File: config.mk
export PLATFORM = sky130hd
export DESIGN_NAME = disp_scan_ctrl
export DESIGN_NICKNAME = d
export VERILOG_FILES = /design/src/rtl/disp_pkg.sv /design/src/rtl/hex7seg_decode.sv /design/src/rtl/disp_scan_ctrl.sv
export SDC_FILE = /design/constraint.sdc
export NUM_CORES = 1
export LEC_CHECK = 0
export CAP_MARGIN = 20
export CORE_MARGIN = 5
export CORE_UTILIZATION = 55
export DETAILED_ROUTE_END_ITERATION = 8
export GPL_TIMING_DRIVEN = 0
export HOLD_SLACK_MARGIN = 0.03
export PLACE_DENSITY = 0.75
export SETUP_SLACK_MARGIN = 0.15
export SYNTH_ARGS = -nofsm -noshare
export SYNTH_HDL_FRONTEND = slang
export SYNTH_SLANG_ARGS = --single-unit
File: constraint.sdc
create_clock -name clk -period 5.54 [get_ports clk]
set_clock_uncertainty 0.2 [all_clocks]
set_input_delay 0.831 -clock clk [delete_from_list [all_inputs] [get_ports clk]]
set_output_delay 0.831 -clock clk [all_outputs]
set_load 0.03 [all_outputs]
File: src/rtl/disp_pkg.sv
// Shared definitions for the multiplexed 7-segment scan controller.
// Segment table is active-high in {g,f,e,d,c,b,a} order.
package disp_pkg;

    localparam int SEG_W = 8;

    // Active-high "all segments dark" pattern including dp.
    localparam logic [SEG_W-1:0] SEG_OFF = '0;

    // Hex nibble to segments, entry 0 in the low slice.
    localparam logic [15:0][6:0] HEX_SEG = {
        7'h71, 7'h79, 7'h5E, 7'h39,
        7'h7C, 7'h77, 7'h6F, 7'h7F,
        7'h07, 7'h7D, 7'h6D, 7'h66,
        7'h4F, 7'h5B, 7'h06, 7'h3F
    };

endpackage

File: src/rtl/hex7seg_decode.sv
// Combinational hex nibble to 7-segment decoder.
// Output is active-high {g,f,e,d,c,b,a}.
module hex7seg_decode
    import disp_pkg::*;
(
    input  logic [3:0] nib,
    output logic [6:0] seg
);

    // Table lookup of the nibble.
    always_comb begin
        seg = HEX_SEG[nib];
    end

endmodule

File: src/rtl/disp_scan_ctrl.sv
// Multiplexed display scanner with double-buffered digit data,
// anti-ghost blanking and selectable output polarity.
module disp_scan_ctrl
    import disp_pkg::*;
#(
    parameter int DIGITS     = 4,
    parameter int SCAN_DIV   = 50000,
    parameter int BLANK_CYC  = 2,
    parameter int ACTIVE_LOW = 1
) (
    input  logic                  clk,
    input  logic                  rst_n,
    input  logic [4*DIGITS-1:0]   data_in,
    input  logic [DIGITS-1:0]     dp_in,
    input  logic [DIGITS-1:0]     digit_en,
    input  logic                  load,
    output logic [SEG_W-1:0]      seg_out,
    output logic [DIGITS-1:0]     sel_out,
    output logic                  frame_done
);

    localparam int PW = (SCAN_DIV > 1) ? $clog2(SCAN_DIV) : 1;
    localparam int IW = (DIGITS > 1) ? $clog2(DIGITS) : 1;

    localparam logic [PW-1:0] PRE_LAST  = PW'(SCAN_DIV - 1);
    localparam logic [IW-1:0] IDX_LAST  = IW'(DIGITS - 1);
    localparam logic [PW-1:0] BLANK_END = PW'(BLANK_CYC);

    localparam logic [DIGITS-1:0] SEL_ONE = DIGITS'(1);
    localparam logic [SEG_W-1:0]  SEG_IDLE =
        (ACTIVE_LOW != 0) ? ~SEG_OFF : SEG_OFF;
    localparam logic [DIGITS-1:0] SEL_IDLE =
        (ACTIVE_LOW != 0) ? {DIGITS{1'b1}} : {DIGITS{1'b0}};

    logic [PW-1:0]         presc_q, presc_d;
    logic [IW-1:0]         idx_q, idx_d;
    logic                  frame_done_q, frame_done_d;
    logic                  wrap;

    logic [4*DIGITS-1:0]   pend_data_q, pend_data_d;
    logic [DIGITS-1:0]     pend_dp_q, pend_dp_d;
    logic [DIGITS-1:0]     pend_en_q, pend_en_d;
    logic                  pend_valid_q, pend_valid_d;

    logic [4*DIGITS-1:0]   act_data_q, act_data_d;
    logic [DIGITS-1:0]     act_dp_q, act_dp_d;
    logic [DIGITS-1:0]     act_en_q, act_en_d;

    logic [SEG_W-1:0]      seg_q, seg_d;
    logic [DIGITS-1:0]     sel_q, sel_d;

    logic [3:0]            cur_nib;
    logic [6:0]            cur_seg;
    logic [SEG_W-1:0]      seg_hi;
    logic [DIGITS-1:0]     sel_hi;

    assign cur_nib = act_data_q[{idx_q, 2'b00} +: 4];

    hex7seg_decode u_dec (
        .nib (cur_nib),
        .seg (cur_seg)
    );

    assign seg_hi = {act_dp_q[idx_q], cur_seg};
    assign sel_hi = SEL_ONE << idx_q;

    // Scan counters, frame wrap and the pending/active buffer swap.
    always_comb begin
        presc_d      = presc_q + PW'(1);
        idx_d        = idx_q;
        wrap         = 1'b0;
        pend_data_d  = pend_data_q;
        pend_dp_d    = pend_dp_q;
        pend_en_d    = pend_en_q;
        pend_valid_d = pend_valid_q;
        act_data_d   = act_data_q;
        act_dp_d     = act_dp_q;
        act_en_d     = act_en_q;

        if (presc_q == PRE_LAST) begin
            presc_d = '0;
            if (idx_q == IDX_LAST) begin
                idx_d = '0;
                wrap  = 1'b1;
            end else begin
                idx_d = idx_q + IW'(1);
            end
        end

        frame_done_d = wrap;

        // Swap uses the pre-edge pending copy, so a load on
        // the wrap cycle waits for the following wrap.
        if (wrap && pend_valid_q) begin
            act_data_d   = pend_data_q;
            act_dp_d     = pend_dp_q;
            act_en_d     = pend_en_q;
            pend_valid_d = 1'b0;
        end

        if (load) begin
            pend_data_d  = data_in;
            pend_dp_d    = dp_in;
            pend_en_d    = digit_en;
            pend_valid_d = 1'b1;
        end
    end

    // Output pattern for the current slot, before the output register.
    always_comb begin
        seg_d = SEG_IDLE;
        sel_d = SEL_IDLE;
        if ((presc_q >= BLANK_END) && act_en_q[idx_q]) begin
            seg_d = (ACTIVE_LOW != 0) ? ~seg_hi : seg_hi;
            sel_d = (ACTIVE_LOW != 0) ? ~sel_hi : sel_hi;
        end
    end

    // State and output registers.
    always_ff @(posedge clk or negedge rst_n) begin
        if (!rst_n) begin
            presc_q      <= '0;
            idx_q        <= '0;
            frame_done_q <= 1'b0;
            pend_data_q  <= '0;
            pend_dp_q    <= '0;
            pend_en_q    <= '0;
            pend_valid_q <= 1'b0;
            act_data_q   <= '0;
            act_dp_q     <= '0;
            act_en_q     <= '0;
            seg_q        <= SEG_IDLE;
            sel_q        <= SEL_IDLE;
        end else begin
            presc_q      <= presc_d;
            idx_q        <= idx_d;
            frame_done_q <= frame_done_d;
            pend_data_q  <= pend_data_d;
            pend_dp_q    <= pend_dp_d;
            pend_en_q    <= pend_en_d;
            pend_valid_q <= pend_valid_d;
            act_data_q   <= act_data_d;
            act_dp_q     <= act_dp_d;
            act_en_q     <= act_en_d;
            seg_q        <= seg_d;
            sel_q        <= sel_d;
        end
    end

    assign seg_out    = seg_q;
    assign sel_out    = sel_q;
    assign frame_done = frame_done_q;

endmodule

## Yosys cells after proc, flatten, opt, wreduce, memory -nomap -nowiden

Memories as Yosys holds them, arrays and structs flattened.
Cells that the tools add are included.

| word-level totals | value |
|---|---|
| register bits after elaboration | 80 |
| memories | 1 |
| bits in read-only memories | 112 |
| word-level logic and storage cells | 40 |

Memories:

| name | words | width | read ports | clocked after memory_dff | wr ports | line | RTL |
|---|---|---|---|---|---|---|---|
| (no name shown) | 16 | 7 | 1 | 0 | 0 | hex7seg_decode.sv:12 | `seg = HEX_SEG[nib];` |

| cells by class | value |
|---|---|
| bitwise logic cells | 2 |
| $lt $le $gt $ge | 3 |
| add/sub/neg operators | 2 |
| muxes and demuxes | 13 |
| reduce and logical (&&, ||, !) cells | 3 |
| eq/ne operators | 2 |
| shift-type cells | 2 |

Operator list:

| cell | number |
|---|---|
| $add 16x1->16 const B | 1 |
| $eq 16x16->1 const B | 1 |
| $ge 16x2->1 const B | 1 |
| $mux 16 | 1 |
| $shiftx 16x5->4 | 1 |
| $mux 8 | 1 |
| $not 8->8 | 1 |
| $mux 7 | 1 |
| $mux 1 | 6 |
| $lt 4x5->1 const B | 1 |
| $bmux 1 s2 | 2 |
| $mux 4 | 1 |
| $not 4->4 | 1 |
| $shl 1x2->4 const A | 1 |
| $lt 2x3->1 const B | 1 |
| $add 2x1->2 const B | 1 |
| $eq 2x2->1 const B | 1 |
| $logic_and 1x1->1 | 2 |
| $mux 2 | 1 |
| $reduce_bool 2->1 | 1 |

## Logic depth before layout (Yosys ltp)

Gate-level depths: netlist of the first run.

| depth | value |
|---|---|
| word-level depth | 6 |
| mapped depth | 8 |

## By module

Synthesis of the first run repeated with hierarchy kept, for this count alone.

| unflattened totals | value |
|---|---|
| cells, all modules | 271 |
| area, all modules | 3616.0 sq um |

Modules (own cells, without submodules):

| module | instances | area each (sq um) | cells an instance | seq. area each (sq um) |
|---|---|---|---|---|
| disp_scan_ctrl | 1 | 3325.7 | 238 | 2016.9 |
| hex7seg_decode | 1 | 290.3 | 33 | 0.0 |

## Worst setup path after synthesis of the first run

OpenSTA, ideal clock, no wires.

| timing | value |
|---|---|
| path type | reg2reg |
| start | register idx_q[0] |
| end | register seg_q[0], in the netlist seg_out[0] |
| slack | 3324 ps |
| data arrival time | 1937 ps |
| library setup time | 79 ps |
| stages on the path, launching flop included | 9 |
| path through | dfrtp_1 -> buf_2 -> mux4_2 -> inv_1 -> ha_1 -> mux2i_1 -> a21oi_1 -> a21oi_1 -> o21ai_0 |

| between the ends | value |
|---|---|
| cells in the longest elaborated chain, start to end | 5 |
| elaborated cells on any way between the ends | 8 |

RTL lines:

| element | line | RTL |
|---|---|---|
| start: declaration | disp_scan_ctrl.sv:36 | `logic [IW-1:0] idx_q, idx_d;` |
| start signal: assignment | disp_scan_ctrl.sv:136 | `idx_q <= idx_d;` |
| $shiftx 16x5->4 | disp_scan_ctrl.sv:57 | `assign cur_nib = act_data_q[{idx_q, 2'b00} +: 4];` |
| $mem_v2 16x7 | -- |  |
| $mux 7 (implied by the code) | hex7seg_decode.sv:12 |  |
| $not 8->8 | disp_scan_ctrl.sv:114 | `seg_d = (ACTIVE_LOW != 0) ? ~seg_hi : seg_hi;` |
| $mux 8 * | disp_scan_ctrl.sv:113 | `if ((presc_q >= BLANK_END) && act_en_q[idx_q]) begin` |
| net seg_d[0] | disp_scan_ctrl.sv:49 | `logic [SEG_W-1:0] seg_q, seg_d;` |
| end signal: assignment | disp_scan_ctrl.sv:145 | `seg_q <= seg_d;` |
| end: declaration | disp_scan_ctrl.sv:49 |  |

The timed path passes the listed nets; every way through them passes the cells marked *. The select of a mux whose other input is x is not followed.
A chain may end at the register's enable or synchronous reset.

## Final worst setup path of the first run

Same ends and word-level chain as after synthesis.

==> flow_summary.html, run 1 <==
<table>
<tr><th>Metric</th><th>Value</th></tr>
<tr><th colspan="2">Status</th></tr>
<tr><td>Run status</td><td>completed</td></tr>
<tr><th colspan="2">Critical path</th></tr>
<tr><td>Startpoint of the most critical register-to-register path</td><td>idx_q[0]$_DFFE_PN0N_</td></tr>
<tr><td>Critical Path, Cell by Cell</td><td>buf_2, mux4_2, inv_1, ha_1, mux2i_1, a21oi_1, a21oi_1, o21ai_0</td></tr>
<tr><td>Family with the most delay on the worst path</td><td>multiplexers</td></tr>
<tr><td>Largest fanout on the critical path</td><td>8</td></tr>
<tr><td>Crit path depth</td><td>8</td></tr>
<tr><td>Capturing element of the worst setup path</td><td>seg_out[0]$_DFF_PN1_</td></tr>
<tr><td>Launching element type of the critical path</td><td>register</td></tr>
<tr><td>Arrival time worst endpoint</td><td>2.66 ns</td></tr>
<tr><td>Launching instance or port of the critical path</td><td>idx_q[0]$_DFFE_PN0N_</td></tr>
<tr><td>Critical Path Max Stage Delay</td><td>0.64 ns</td></tr>
<tr><td>Most frequent cell on the critical path</td><td>a21oi_1</td></tr>
<tr><td>Required time at the worst-slack endpoint</td><td>5.59 ns</td></tr>
<tr><td>Reg-to-Reg End</td><td>seg_out[0]$_DFF_PN1_</td></tr>
<tr><td>CP max stage cell</td><td>mux4_2</td></tr>
<tr><td>Cell count of the worst reg-to-reg path</td><td>8</td></tr>
<tr><td>Category of the worst setup path capture point</td><td>register</td></tr>
<tr><td>Path type of the worst setup path</td><td>reg2reg</td></tr>
<tr><td>Setup slack of the most critical reg-to-reg path</td><td>2.94 ns</td></tr>
<tr><td>Crit path buf inv count</td><td>2</td></tr>
<tr><th colspan="2">Floorplanning</th></tr>
<tr><td>Starting density of the core</td><td>0.5699</td></tr>
<tr><td>Number of core rows</td><td>29</td></tr>
<tr><td>Height of the die</td><td>91.35 um</td></tr>
<tr><td>Horizontal die dimension</td><td>91.35 um</td></tr>
<tr><td>Placeable core region</td><td>6386 um^2</td></tr>
<tr><td>Top Ports</td><td>40</td></tr>
<tr><td>Full die area</td><td>8345 um^2</td></tr>
<tr><th colspan="2">Global routing</th></tr>
<tr><td>First-pass GRT wire length</td><td>10,740 um</td></tr>
<tr><td>Sum of overflow across all layers after global routing</td><td>0</td></tr>
<tr><td>Total global-route track usage</td><td>0.1648</td></tr>
<tr><td>Maximum number of pins on one net before global-route repair</td><td>43</td></tr>
<tr><td>Antenna violations before repair</td><td>0</td></tr>
<tr><td>Vias in the first global route</td><td>2,203</td></tr>
<tr><th colspan="2">Drt</th></tr>
<tr><td>Routed wire length</td><td>6331 um</td></tr>
<tr><td>Via-per-instance ratio</td><td>5.469</td></tr>
<tr><td>DR DRC count</td><td>0</td></tr>
<tr><td>Iteration count of the initial detailed-routing pass</td><td>4</td></tr>
<tr><td>Final ANT Viol Nets</td><td>0</td></tr>
<tr><td>Avg WL per Cell</td><td>15.87 um</td></tr>
<tr><td>Via count of the routed design</td><td>2,182</td></tr>
<tr><td>Starting DRT DRC Count</td><td>101</td></tr>
<tr><th colspan="2">Timing</th></tr>
<tr><td>Unrepaired setup endpoints after global routing</td><td>no</td></tr>
<tr><td>Count of endpoints failing setup in the final report</td><td>0</td></tr>
<tr><td>Final Cycle Share</td><td>0.4699</td></tr>
<tr><td>Final Hold Vio Count</td><td>0</td></tr>
<tr><td>Number of max-slew violations in the final report</td><td>0</td></tr>
<tr><td>Final critical delay including setup and external delays</td><td>2.603 ns</td></tr>
<tr><td>Sum of negative setup slack</td><td>0 ns</td></tr>
<tr><td>Headroom to the max-slew limit</td><td>0.5493</td></tr>
<tr><td>Slew at the pin with the worst max-slew slack</td><td>0.6698 ns</td></tr>
<tr><td>Peak Freq</td><td>384.1 MHz</td></tr>
<tr><th colspan="2">Place</th></tr>
<tr><td>Placement Cell Area</td><td>4134 um^2</td></tr>
<tr><td>Buffers added on ports</td><td>38</td></tr>
<tr><td>Gp weighted congestion</td><td>0.8401</td></tr>
<tr><td>Hpwl dp</td><td>4496 um</td></tr>
<tr><th colspan="2">Synth</th></tr>
<tr><td>Main area contributors after synthesis</td><td>dfrtp_1, mux2_2, dfstp_2, mux2_4, ha_1</td></tr>
<tr><td>Total of warnings raised by yosys</td><td>0</td></tr>
<tr><td>Portion of synthesized cell area occupied by the leading cell type</td><td>0.4675</td></tr>
<tr><td>Post-Syn Instances</td><td>267</td></tr>
<tr><td>Async set or reset register ratio after synthesis</td><td>1.000</td></tr>
<tr><td>Netlist cell types</td><td>37</td></tr>
<tr><td>Flip-flop and latch count after synthesis</td><td>80</td></tr>
<tr><td>Mapped Nets</td><td>306</td></tr>
<tr><td>Sequential element share of the synthesized area</td><td>0.5541</td></tr>
<tr><td>Number of enable flip-flop cells after synthesis</td><td>0</td></tr>
<tr><td>Synthesized cell area</td><td>3640 um^2</td></tr>
<tr><td>Synth Area per Inst</td><td>13.63 um^2</td></tr>
<tr><td>Most used flip-flop cell after synthesis</td><td>dfrtp_1</td></tr>
<tr><td>Library cell occupying the most area in the post-synthesis netlist</td><td>dfrtp_1</td></tr>
<tr><th colspan="2">Finish</th></tr>
<tr><td>Synthesis-to-layout area growth</td><td>19.70%</td></tr>
<tr><td>Post-route design area</td><td>4357 um^2</td></tr>
<tr><td>Share of layout cells above drive strength 1</td><td>0.2888</td></tr>
<tr><td>Leading cell type in the layout, fill and taps excluded</td><td>dfrtp_1</td></tr>
<tr><td>Final net count</td><td>356</td></tr>
<tr><td>Number of inserted diodes</td><td>0</td></tr>
<tr><td>Leading cell types in the layout, fill and taps excluded</td><td>dfrtp_1, clkdlybuf4s50_1, mux2_2</td></tr>
<tr><th colspan="2">CTS</th></tr>
<tr><td>Clock Latency Late Sink</td><td>0.35 ns</td></tr>
<tr><td>Max Root-Sink Buffers</td><td>2</td></tr>
<tr><td>Setup Buffers After CTS</td><td>0</td></tr>
<tr><td>Count of instances resized after the clock tree is built</td><td>0</td></tr>
<tr><td>CTS sink count</td><td>80</td></tr>
<tr><td>Num CTS Buffers</td><td>9</td></tr>
<tr><td>CTS tree</td><td>done</td></tr>
<tr><td>Clock root buffer</td><td>clkbuf_8</td></tr>
<tr><td>Reg clk slew, reported paths</td><td>0.08 ns</td></tr>
<tr><td>Number of H-tree levels</td><td>3</td></tr>
<tr><td>Hold buffer count at CTS</td><td>0</td></tr>
<tr><th colspan="2">Min path</th></tr>
<tr><td>Classification of the worst-slack hold path</td><td>in2async</td></tr>
<tr><th colspan="2">Pwr</th></tr>
<tr><td>Cell area power density</td><td>261.2 nW/um^2</td></tr>
<tr><td>Static leakage</td><td>1.993 nW</td></tr>
<tr><td>Peak supply drop</td><td>0.1873 mV</td></tr>
<tr><th colspan="2">Flow run</th></tr>
<tr><td>Count of maximum capacitance violations</td><td>0</td></tr>
</table>
[sequential cells by signal, summed over array words and instances (netlist names), 2 cells and up]
name and count:
seg_out 8, pend_en_q 4, pend_data_q 16, idx_q 2
act_en_q 4, act_dp_q 4, presc_q 16, act_data_q 16
pend_dp_q 4, sel_out 4
[Yosys cell counts (5+ instances only)]
cell	number
nand3_1	15
mux2_2	32
xor2_1	6
xnor2_1	8
dfstp_2	12
nand2_1	13
nor2_1	15
mux2i_1	7
dfrtp_1	68
clkbuf_1	5
nor4_1	5
mux2_4	20
inv_1	7
nor3_1	5
ha_1	12
[worst register-to-register path, cell delays in order (launching register included)]
cell,delay (ns)
dfrtp_1,0.37
buf_2,0.26
mux4_2,0.64
inv_1,0.15
ha_1,0.32
mux2i_1,0.12
a21oi_1,0.15
a21oi_1,0.08
o21ai_0,0.22
[worst min path at each step]
| stage | cells after the start | slack (ns) | endpoint |
|---|---|---|---|
| detailed placement | 1 | 0.29 | act_data_q[11]$_DFFE_PN0P_ |
| CTS | 1 | 0.24 | pend_data_q[9]$_DFFE_PN0P_ |
| floorplan | 1 | 0.26 | presc_q[10]$_DFF_PN0_ |
| global placement | 1 | 0.28 | presc_q[10]$_DFF_PN0_ |
| finish | 1 | 0.24 | pend_dp_q[0]$_DFFE_PN0P_ |
| global route | 1 | 0.26 | pend_dp_q[2]$_DFFE_PN0P_ |
[where the power goes]
| part | total (mW) | internal [mW] | switching [mW] |
|---|---|---|---|
| Clock | 0.474 | 0.266 | 0.208 |
| Combinational | 0.0537 | 0.0330 | 0.0207 |
| Sequential | 0.610 | 0.601 | 0.00892 |
| Total | 1.14 | 0.901 | 0.237 |
[final cells by class]
class	instances	area (um^2)
timing repair buffer	39	397.9
tap	77	96.34
clock buffer	11	141.4
clock inverter	5	81.33
sequential	80	2017
fill	490	2029
buffer	10	55.05
inverter	8	30.03
multi-input combinational	169	1538
[stage by stage]
step	hold slack, ns	util	worst slack [ns]	instances	power, mW
2_1_floorplan	0.2637	-	3.324	267	0.6406
3_3_place_gp	0.2849	0.6446	0.7724	382	0.6732
3_5_place_dp	0.2907	0.6473	2.970	383	0.6774
4_1_cts	0.2438	0.6822	2.918	399	1.151
5_1_grt	0.2625	0.6822	2.701	399	1.190
6_report	0.2389	0.6822	2.937	399	1.138
[per-layer routing]
metal	track usage	vias up	share of wire
met3	0.04545	9	0.046
met5	0	-	0
met2	0.2548	44	0.48
li1	-	1043	-
met4	0.06601	0	0.017
met1	0.2209	1086	0.46
[cell families after synthesis]
family | share of synthesized area
DFF | 0.5541
muxes | 0.2255
and+or+nand+nor | 0.09007
buffers and inverters | 0.02338
AOI/OAI and AO/OA | 0.03197
xor gates and xnor gates | 0.03369
adders and majority gates | 0.04125
(Power assumes the default switching activity.)
==> run 2: changes to the inputs <==
- clock period: 5.54 -> 2.6 ns (I/O delays scaled with it)
==> run 2 against run 1 <==
- core utilization up 0.61 points
- power up 110%
- final area up 0.89%
- sequential share of layout area down 0.41 points
- maximum frequency up 12%
- cell count up 0.50%
- hold slack better by 0.063 ns
- count of clock-buffer cells in the layout unchanged
==> flow_summary.html, run 2 (same netlist as run 1, synthesis figures left out) <==
<table>
<tr><th>Metric</th><th>Value</th></tr>
<tr><th colspan="2">Timing</th></tr>
<tr><td>Sum of negative setup slack</td><td>0 ns (unchanged)</td></tr>
<tr><td>Headroom to the max-slew limit</td><td>0.5479 (-0.001406)</td></tr>
<tr><td>Number of max-slew violations in the final report</td><td>0 (unchanged)</td></tr>
<tr><td>Worst Slack Setup Final</td><td>0.2752 ns (-2.662 ns)</td></tr>
<tr><td>Final Hold Vio Count</td><td>0 (unchanged)</td></tr>
<tr><td>Final critical delay including setup and external delays</td><td>2.325 ns (-0.2784 ns)</td></tr>
<tr><td>Count of endpoints failing setup in the final report</td><td>0 (unchanged)</td></tr>
<tr><td>Unrepaired setup endpoints after global routing</td><td>no</td></tr>
<tr><td>Final Cycle Share</td><td>0.8942 (+0.4243)</td></tr>
<tr><td>Slew at the pin with the worst max-slew slack</td><td>0.6719 ns (+0.002091 ns)</td></tr>
<tr><td>Peak Freq</td><td>430.1 MHz (+12%)</td></tr>
<tr><th colspan="2">Drt</th></tr>
<tr><td>Starting DRT DRC Count</td><td>91 (-9.9%)</td></tr>
<tr><td>Routed wire length</td><td>6374 um (+0.68%)</td></tr>
<tr><td>Via-per-instance ratio</td><td>5.494 (+0.46%)</td></tr>
<tr><td>Avg WL per Cell</td><td>15.90 um (+0.18%)</td></tr>
<tr><td>Iteration count of the initial detailed-routing pass</td><td>4 (unchanged)</td></tr>
<tr><td>Final ANT Viol Nets</td><td>0 (unchanged)</td></tr>
<tr><td>DR DRC count</td><td>0 (unchanged)</td></tr>
<tr><td>Via count of the routed design</td><td>2,203 (+0.96%)</td></tr>
<tr><th colspan="2">Pwr</th></tr>
<tr><td>Clock network fraction of total power</td><td>0.415 (about the same)</td></tr>
<tr><td>Share of total power consumed by net switching</td><td>0.2073 (-0.001162)</td></tr>
<tr><td>Cell internal power dissipation</td><td>1.920 mW (+110%)</td></tr>
<tr><td>Combinational group share of total power</td><td>0.048 (about the same)</td></tr>
<tr><td>Reported net switching power</td><td>502.0 uW (+110%)</td></tr>
<tr><td>Fraction of power consumed by sequential logic</td><td>0.537 (about the same)</td></tr>
<tr><td>Cell area power density</td><td>551.0 nW/um^2 (+110%)</td></tr>
<tr><td>Pwr Total</td><td>2.422 mW (+110%)</td></tr>
<tr><td>Static leakage</td><td>2.002 nW (+0.42%)</td></tr>
<tr><td>Peak supply drop</td><td>0.3981 mV (+110%)</td></tr>
<tr><th colspan="2">Global routing</th></tr>
<tr><td>Antenna violations before repair</td><td>0 (unchanged)</td></tr>
<tr><td>Total global-route track usage</td><td>0.1653 (+0.0005270)</td></tr>
<tr><td>Vias in the first global route</td><td>2,226 (+1.0%)</td></tr>
<tr><td>Sum of overflow across all layers after global routing</td><td>0 (unchanged)</td></tr>
<tr><td>Maximum number of pins on one net before global-route repair</td><td>43 (unchanged)</td></tr>
<tr><td>First-pass GRT wire length</td><td>10,760 um (+0.20%)</td></tr>
<tr><th colspan="2">Critical path</th></tr>
<tr><td>Launching instance or port of the critical path</td><td>idx_q[1]$_DFFE_PN0N_</td></tr>
<tr><td>Cell count of the worst reg-to-reg path</td><td>6 (-2)</td></tr>
<tr><td>Category of the worst setup path capture point</td><td>register</td></tr>
<tr><td>Required time at the worst-slack endpoint</td><td>2.65 ns (-2.94 ns)</td></tr>
<tr><td>CP max stage cell</td><td>mux2_2</td></tr>
<tr><td>Reg-to-Reg End</td><td>seg_out[5]$_DFF_PN1_</td></tr>
<tr><td>Crit path depth</td><td>6 (-2)</td></tr>
<tr><td>Setup slack of the most critical reg-to-reg path</td><td>0.28 ns (-2.66 ns)</td></tr>
<tr><td>Capturing element of the worst setup path</td><td>seg_out[5]$_DFF_PN1_</td></tr>
<tr><td>Path type of the worst setup path</td><td>reg2reg</td></tr>
<tr><td>Largest fanout on the critical path</td><td>10 (+2)</td></tr>
<tr><td>Arrival time worst endpoint</td><td>2.38 ns (-0.28 ns)</td></tr>
<tr><td>Crit path buf inv count</td><td>2 (unchanged)</td></tr>
<tr><td>Startpoint of the most critical register-to-register path</td><td>idx_q[1]$_DFFE_PN0N_</td></tr>
<tr><td>Critical Path Max Stage Delay</td><td>0.41 ns (-0.23 ns)</td></tr>
<tr><td>Family with the most delay on the worst path</td><td>buffers and inverters</td></tr>
<tr><td>Critical Path, Cell by Cell</td><td>buf_2, mux2_2, o21ai_0, clkbuf_1, nand2_1, o221ai_1</td></tr>
<tr><td>Launching element type of the critical path</td><td>register</td></tr>
<tr><th colspan="2">Min path</th></tr>
<tr><td>Classification of the worst-slack hold path</td><td>reg2reg</td></tr>
<tr><td>Launch point of the worst hold path</td><td>presc_q[7]$_DFF_PN0_</td></tr>
<tr><th colspan="2">Finish</th></tr>
<tr><td>Final net count</td><td>358 (+0.56%)</td></tr>
<tr><td>Non-filler instance count after layout</td><td>401 (+0.50%)</td></tr>
<tr><td>Post-route core utilization</td><td>0.6883 (+0.006074)</td></tr>
<tr><td>Registers with the highest flip-flop counts</td><td>act_data_q x16, pend_data_q x16, presc_q x16</td></tr>
<tr><td>Leading cell types in the layout, fill and taps excluded</td><td>dfrtp_1, clkdlybuf4s50_1, mux2_2</td></tr>
<tr><td>Share of layout cells above drive strength 1</td><td>0.2994 (+0.01056)</td></tr>
<tr><td>Synthesis-to-layout area growth</td><td>20.76%</td></tr>
<tr><td>Leading cell type in the layout, fill and taps excluded</td><td>dfrtp_1</td></tr>
<tr><td>Number of inserted diodes</td><td>0 (unchanged)</td></tr>
<tr><th colspan="2">CTS</th></tr>
<tr><td>CTS sink count</td><td>80 (unchanged)</td></tr>
<tr><td>Clock Latency Late Sink</td><td>0.35 ns (about the same)</td></tr>
<tr><td>CTS tree</td><td>done</td></tr>
<tr><td>Number of H-tree levels</td><td>3 (unchanged)</td></tr>
<tr><td>Max Root-Sink Buffers</td><td>2 (unchanged)</td></tr>
<tr><td>Clock root buffer</td><td>clkbuf_8</td></tr>
<tr><td>Num CTS Buffers</td><td>9 (unchanged)</td></tr>
<tr><td>Reg clk slew, reported paths</td><td>0.08 ns (about the same)</td></tr>
<tr><th colspan="2">Place</th></tr>
<tr><td>Hpwl dp</td><td>4496 um (unchanged)</td></tr>
<tr><td>Buffers added on ports</td><td>38 (unchanged)</td></tr>
<tr><td>Number of cells after detailed placement</td><td>383 (unchanged)</td></tr>
<tr><td>Worst slack, placed</td><td>0.02978 ns (-2.940 ns)</td></tr>
<tr><td>Gp weighted congestion</td><td>0.8401 (unchanged)</td></tr>
<tr><th colspan="2">Floorplanning</th></tr>
<tr><td>Number of core rows</td><td>29 (unchanged)</td></tr>
<tr><td>Placeable core region</td><td>6386 um^2 (unchanged)</td></tr>
<tr><td>Full die area</td><td>8345 um^2 (unchanged)</td></tr>
<tr><td>Starting density of the core</td><td>0.5699 (unchanged)</td></tr>
<tr><td>Height of the die</td><td>91.35 um (unchanged)</td></tr>
<tr><td>Horizontal die dimension</td><td>91.35 um (unchanged)</td></tr>
<tr><td>Top Ports</td><td>40 (unchanged)</td></tr>
<tr><th colspan="2">Status</th></tr>
<tr><td>Run status</td><td>completed</td></tr>
<tr><th colspan="2">Flow run</th></tr>
<tr><td>Count of maximum capacitance violations</td><td>0 (unchanged)</td></tr>
</table>
==> run 2: how the worst min path moves through the flow <==
stage | to | slack (ns) | depth (start not counted)
3_5_place_dp | pend_dp_q[0]$_DFFE_PN0P_ | 0.19 | 1
2_1_floorplan | act_data_q[0]$_DFFE_PN0P_ | -0.11 | 0
4_1_cts | pend_en_q[0]$_DFFE_PN0P_ | 0.30 | 2
6_report | presc_q[7]$_DFF_PN0_ | 0.30 | 1
3_3_place_gp | presc_q[10]$_DFF_PN0_ | 0.28 | 1
5_1_grt | act_data_q[9]$_DFFE_PN0P_ | 0.32 | 1
==> run 2: cell type report <==
type | instances | area, um^2
Multi-Input combinational cell | 169 | 1553
Inverter | 8 | 30.03
Clock inverter | 5 | 81.33
Tap cell | 77 | 96.34
Clock buffer | 11 | 141.4
Buffer | 10 | 61.31
Fill cell | 487 | 1991
Timing Repair Buffer | 41 | 415.4
Sequential cell | 80 | 2017
==> run 2: power by group through the flow <==
stage               registers (mW)  logic, mW  clock network, mW
floorplan                     1.32     0.0465                  0
global placement              1.32      0.111                  0
detailed placement            1.33      0.118                  0
CTS                           1.30      0.119               1.03
global route                  1.31      0.129               1.10
finish                        1.30      0.116               1.01
==> run 2: layer usage <==
layer | global-route usage | vias to the layer above | routed length, um
li1 | - | 1045 | -
met1 | 0.2209 | 1094 | 2877
met2 | 0.2518 | 55 | 3042
met3 | 0.04298 | 9 | 336
met4 | 0.07946 | 0 | 117
met5 | 0 | - | 0
==> run 2: timing repair <==
item	in CTS	in global routing
endpoints found under the setup margin	3	1
buffers inserted	1	0
resized for setup	2	4
endpoints found under the hold margin	37	0
pin swaps	1	0
hold buffers	1	0
==> run 2: stage by stage <==
step	hold slack (ns)	area, um^2
finish	0.3015	4395
global route	0.3179	4395
CTS	0.3032	4379
detailed placement	0.1899	4134
global placement	0.2849	4116
floorplan	-0.1056	3640
